### src/rtl/mips_mem_pkg.sv
// Shared types and default sizing for the instruction/data SRAM arbiter.
package mips_mem_pkg;

    localparam int unsigned WAIT_CYCLES_DEF = 2;
    localparam int unsigned SRAM_ADDR_W_DEF = 18;
    localparam int unsigned DATA_W_DEF      = 32;

    typedef enum logic {
        ST_IDLE,
        ST_ACCESS
    } state_t;

    typedef enum logic {
        GNT_IF,
        GNT_MEM
    } gnt_t;

endpackage

### src/rtl/sram_wait_counter.sv
// Wait-state counter: cleared on load, counts up on inc, done at WAIT_CYCLES.
module sram_wait_counter #(
    parameter int unsigned WAIT_CYCLES = 2
) (
    input  logic clk,
    input  logic rst,
    input  logic load,
    input  logic inc,
    output logic done
);

    localparam int unsigned CNT_W = (WAIT_CYCLES > 0) ? $clog2(WAIT_CYCLES + 1) : 1;

    logic [CNT_W-1:0] cnt;

    always_ff @(posedge clk) begin
        if (!rst) begin
            cnt <= '0;
        end else if (load) begin
            cnt <= '0;
        end else if (inc) begin
            cnt <= cnt + CNT_W'(1);
        end
    end

    assign done = (cnt == CNT_W'(WAIT_CYCLES));

endmodule

### src/rtl/sram_arbiter.sv
// Single-port SRAM controller arbitrating instruction fetch and MEM-stage data.
// Optional build macro SRAM_ARB_ROUND_ROBIN_EN: alternate winners on conflicts.
module sram_arbiter
    import mips_mem_pkg::*;
#(
    parameter int unsigned WAIT_CYCLES = WAIT_CYCLES_DEF,
    parameter int unsigned SRAM_ADDR_W = SRAM_ADDR_W_DEF,
    parameter int unsigned DATA_W      = DATA_W_DEF
) (
    input  logic                   clk,
    input  logic                   rst,
    input  logic                   if_req,
    input  logic [31:0]            if_addr,
    output logic [DATA_W-1:0]      if_rdata,
    output logic                   if_ready,
    input  logic                   mem_rd_en,
    input  logic                   mem_wr_en,
    input  logic [31:0]            mem_addr,
    input  logic [DATA_W-1:0]      mem_wdata,
    output logic [DATA_W-1:0]      mem_rdata,
    output logic                   mem_ready,
    output logic                   freeze,
    output logic [SRAM_ADDR_W-1:0] sram_addr,
    output logic [DATA_W-1:0]      sram_dq_out,
    output logic                   sram_dq_oe,
    output logic                   sram_ce_n,
    output logic                   sram_we_n,
    input  logic [DATA_W-1:0]      sram_rdata
);

    state_t state;
    gnt_t   gnt;
    gnt_t   pick;
    logic   wr_flag;
    logic   mem_req;
    logic   start;
    logic   pick_we;
    logic   cnt_done;
    logic   unused_addr_bits;

    assign mem_req = mem_rd_en | mem_wr_en;
    assign freeze  = (if_req & ~if_ready) | (mem_req & ~mem_ready);

    // The cycle after a ready pulse is a turnaround: requesters may drop or change.
    assign start   = (state == ST_IDLE) && !if_ready && !mem_ready && (if_req || mem_req);
    assign pick_we = (pick == GNT_MEM) && mem_wr_en;

    assign unused_addr_bits = ^{if_addr[31:SRAM_ADDR_W+2], if_addr[1:0],
                                mem_addr[31:SRAM_ADDR_W+2], mem_addr[1:0]};

`ifdef SRAM_ARB_ROUND_ROBIN_EN
    gnt_t last_srv;

    always_ff @(posedge clk) begin
        if (!rst) begin
            last_srv <= GNT_IF;
        end else if (start) begin
            last_srv <= pick;
        end
    end

    always_comb begin
        pick = GNT_IF;
        if (mem_req && if_req) begin
            pick = (last_srv == GNT_IF) ? GNT_MEM : GNT_IF;
        end else if (mem_req) begin
            pick = GNT_MEM;
        end
    end
`else
    // Older instruction (MEM stage) goes first.
    always_comb begin
        pick = GNT_IF;
        if (mem_req) begin
            pick = GNT_MEM;
        end
    end
`endif

    sram_wait_counter #(
        .WAIT_CYCLES (WAIT_CYCLES)
    ) u_wait_counter (
        .clk  (clk),
        .rst  (rst),
        .load (start),
        .inc  ((state == ST_ACCESS) && !cnt_done),
        .done (cnt_done)
    );

    always_ff @(posedge clk) begin
        if (!rst) begin
            state       <= ST_IDLE;
            gnt         <= GNT_IF;
            wr_flag     <= 1'b0;
            if_ready    <= 1'b0;
            mem_ready   <= 1'b0;
            if_rdata    <= '0;
            mem_rdata   <= '0;
            sram_ce_n   <= 1'b1;
            sram_we_n   <= 1'b1;
            sram_dq_oe  <= 1'b0;
            sram_addr   <= '0;
            sram_dq_out <= '0;
        end else begin
            if_ready  <= 1'b0;
            mem_ready <= 1'b0;
            case (state)
                ST_IDLE: begin
                    if (start) begin
                        state      <= ST_ACCESS;
                        gnt        <= pick;
                        wr_flag    <= pick_we;
                        sram_ce_n  <= 1'b0;
                        sram_we_n  <= !pick_we;
                        sram_dq_oe <= pick_we;
                        sram_addr  <= (pick == GNT_MEM) ? mem_addr[SRAM_ADDR_W+1:2]
                                                        : if_addr[SRAM_ADDR_W+1:2];
                        if (pick_we) begin
                            sram_dq_out <= mem_wdata;
                        end
                    end
                end
                ST_ACCESS: begin
                    // Last bus cycle: sample read data and hand it to the granted port.
                    if (cnt_done) begin
                        state      <= ST_IDLE;
                        sram_ce_n  <= 1'b1;
                        sram_we_n  <= 1'b1;
                        sram_dq_oe <= 1'b0;
                        if (gnt == GNT_MEM) begin
                            mem_ready <= 1'b1;
                            if (!wr_flag) begin
                                mem_rdata <= sram_rdata;
                            end
                        end else begin
                            if_ready <= 1'b1;
                            if_rdata <= sram_rdata;
                        end
                    end
                end
                default: state <= ST_IDLE;
            endcase
        end
    end

endmodule

### config.mk
export PLATFORM = sky130hd
export DESIGN_NAME = sram_arbiter
export DESIGN_NICKNAME = d
export VERILOG_FILES = /design/src/rtl/mips_mem_pkg.sv /design/src/rtl/sram_wait_counter.sv /design/src/rtl/sram_arbiter.sv
export SDC_FILE = /design/constraint.sdc
export NUM_CORES = 1
export LEC_CHECK = 0
export BUFFER_PORTS_ARGS = -buffer_cell sky130_fd_sc_hd__buf_2
export CAP_MARGIN = 20
export CELL_PAD_IN_SITES_DETAIL_PLACEMENT = 1
export CELL_PAD_IN_SITES_GLOBAL_PLACEMENT = 1
export CORE_AREA = 3 3 128 130
export CTS_CLUSTER_SIZE = 16
export DETAILED_ROUTE_END_ITERATION = 6
export DIE_AREA = 0 0 131 133
export PLACE_DENSITY = 0.83
export SETUP_SLACK_MARGIN = 0.4
export SYNTH_ARGS = -nofsm -noshare
export SYNTH_HDL_FRONTEND = slang
export SYNTH_HIERARCHICAL = 1
export SYNTH_SLANG_ARGS = --single-unit
export TNS_END_PERCENT = 50
### constraint.sdc
create_clock -name clk -period 1.9 [get_ports clk]
set_input_delay 0.285 -clock clk [delete_from_list [all_inputs] [get_ports clk]]
set_output_delay 0.285 -clock clk [all_outputs]
set_load 0.02 [all_outputs]
==> impl_metrics.ini <==
[setup_path]
rrSetupSlack_ns = 0.39
criticalPathCategory = flop to flop
reg2regPathDepth = 5
critPathCapture = sram_dq_out[12]$_SDFFE_PN0P_
cp_max_fo = 34
cp.arrival_ns = 1.80
worstSetupEndpointType = flop
crit_start = state$_SDFF_PN0_
rr_endpoint = sram_dq_out[12]$_SDFFE_PN0P_
critPathRequiredTime_ns = 2.18
r2r_start = state$_SDFF_PN0_
setup.worst_path.start_class = flop

[timing]
rsz0062_at_grt = yes
max_freq_ghz = 0.661
setup_violations = 0
finalHoldViolCount = 0
tightest_slew_ns = 0.640
post-route-period-util = 0.796
worst_clock_skew_ns = 0.00853
slew_headroom = 0.571
slew_viol_final = 0
fin_tns_setup_ns = 0
fin_crit_ns = 1.51

[min_path]
min_path_type = input pin to flop

[floorplanning]
ios = 253
die_h_um = 133
die-area_um2 = 17400
start_util = 0.301
die_w_um = 131
rows = 45
core_area_um2 = 15300

[power]
power_w = 0.00690
swShare = 0.249
power_frac_clock = 0.482
power_switching_w = 0.00172
ir_drop_v = 0.000563
power_leakage_nw = 2.93
p_int_w = 0.00518
power_density_nw_per_um2 = 1040
combPwrFrac = 0.116
p_seq_frac = 0.402

[yosys]
synth.avg_cell_area_um2 = 8.07
ys_seq_elements = 124
netlist_area_um2 = 4590
yosysWarnings = 6
ys_seq_area_frac = 0.541
netlist_instances = 569
post_synth_num_cell_types = 34
synthesis.nets = 703

[global_routing]
antenna_found_initial = 1
grt_pass1_wl_um = 24100
grt_max_degree = 51
overflow = 0
grt_usage = 0.175
grt_pass1_vias = 4846

[placed_design]
io_buffers = 224
dp_hpwl_um = 10600
gp_congestion = 0.746

[clocking]
clkSinkCount = 124
clkLatencyLatePin_ns = 0.41
htree_levels = 4
postCtsSetupBuffers = 0
cts_buffer_depth = 2
path_clk_slew_ns = 0.06
cts_tree = done
cts_root_buffer = clkbuf_16
numCtsBuffers = 17

[run]
max_cap_violations = 0

[routing]
dr.pass1.iters = 4
drt_iter0_drc = 193
routed_wl_um = 15800
wl_per_cell_um = 15.6
dr_total_vias = 4763
drc = 0
vias_per_cell = 4.71
antenna_left = 0

[layout]
drive_above_1_share = 0.359
syn_to_final_growth_pct = 45.2
final_nets = 920
layout_commonest_cell = buf_2
final_cell_mix = buf_2 (223), nand2_1 (212), dfxtp_1 (124)

[outcome]
outcome = completed
how the worst min path moves through the flow:
stage,start,to,slack (ns),cells after the start
global placement,if_rdata[23]$_SDFFE_PN0P_,if_rdata[23]$_SDFFE_PN0P_,0.44,2
floorplan,rst,sram_ce_n$_SDFFE_PN1P_,0.36,1
global route,mem_wdata[29],sram_dq_out[29]$_SDFFE_PN0P_,0.09,3
detailed placement,sram_dq_out[27]$_SDFFE_PN0P_,sram_dq_out[27]$_SDFFE_PN0P_,0.44,2
finish,mem_wdata[28],sram_dq_out[28]$_SDFFE_PN0P_,0.11,3
CTS,mem_wdata[30],sram_dq_out[30]$_SDFFE_PN0P_,0.09,3
critical path: stages, from the launching register on:
cell     delay (ns)
dfxtp_1        0.31
buf_4          0.18
or4b_4         0.56
buf_12         0.19
nand2_1        0.08
a21oi_1        0.07
area by class of cell:
type                            count  area [µm²]
Antenna cell                        1        2.50
Inverter                            3        12.5
Sequential cell                   124        2480
Fill cell                        1926        8590
Timing Repair Buffer              243        1370
Multi-Input combinational cell    397        1920
Clock buffer                       21         470
Tap cell                          211         264
Clock inverter                     11         141
cells by family after synthesis:
logic type                 synth area share
AOI/OAI and AO/OA                     0.196
buffers and inverters                0.0512
DFF                                   0.541
and+or+nand+nor                       0.207
xor gates and xnor gates            0.00191
adders and majority gates           0.00273
stage by stage:
stage	cell area [µm²]	hold slack (ns)	worst slack [ns]	utilization	std cells
finish	6660	0.108	0.388	0.437	1011
detailed placement	5990	0.444	0.0522	0.392	977
global placement	5990	0.438	0.0477	0.392	977
CTS	6620	0.0922	0.346	0.434	1010
floorplan	4590	0.357	0.441	-	569
global route	6660	0.0923	0.339	0.437	1011
flip-flops by register name, summed over array words and instances, names as in the netlist, 2 cells and up:
register / cells
u_wait_counter/cnt: 2
if_rdata: 32
mem_rdata: 32
sram_addr: 18
sram_dq_out: 32
synthesized netlist by cell type:
library cell	n	area share
or3_4	1	0.0025
buf_2	20	0.022
o21ai_0	21	0.023
a311oi_1	18	0.034
a221oi_1	1	0.0019
or3_1	1	0.0014
o22ai_1	1	0.0014
nand2b_4	1	0.0030
nand2_1	212	0.17
buf_4	1	0.0016
nor2b_1	1	0.0014
buf_6	3	0.0074
nand3_1	1	0.0011
or4b_1	1	0.0022
inv_2	1	0.00082
dfxtp_1	124	0.54
clkbuf_1	22	0.018
a211oi_2	1	0.0027
nand3b_1	1	0.0016
a21boi_0	1	0.0016
xnor2_1	1	0.0019
nor4b_4	1	0.0052
nor3_2	1	0.0022
a21oi_1	116	0.13
and4b_1	1	0.0022
inv_1	2	0.0016
o21a_1	2	0.0033
ha_1	1	0.0027
nor2_2	1	0.0014
nor2_1	6	0.0049
o211ai_1	1	0.0016
nand4b_1	1	0.0019
nor3_1	1	0.0011
and3b_1	1	0.0019
timing repair:
action | 4_1_cts | 5_1_grt
pin swaps | 1 | 1
hold buffers | 0 | 0
gates resized for setup | 2 | 11
gates cloned | 1 | 0
endpoints found under the setup margin | 55 | 106
power by group through the flow:
stage | sequential (W) | combinational [W] | clock (W)
floorplan | 0.00295 | 0.000316 | 0
global placement | 0.00282 | 0.000764 | 0
finish | 0.00277 | 0.000797 | 0.00333
CTS | 0.00277 | 0.000792 | 0.00340
global route | 0.00279 | 0.000875 | 0.00352
detailed placement | 0.00283 | 0.000777 | 0
routing by layer:
layer / GRT usage / part of all wire / up-vias
met5: 0 / 0 / -
met4: 0.0594 / 0.016 / 0
met3: 0.0585 / 0.066 / 16
met2: 0.302 / 0.51 / 153
met1: 0.200 / 0.41 / 2253
li1: - / - / 2341
No activity file was read; power rests on OpenSTA's default activity.
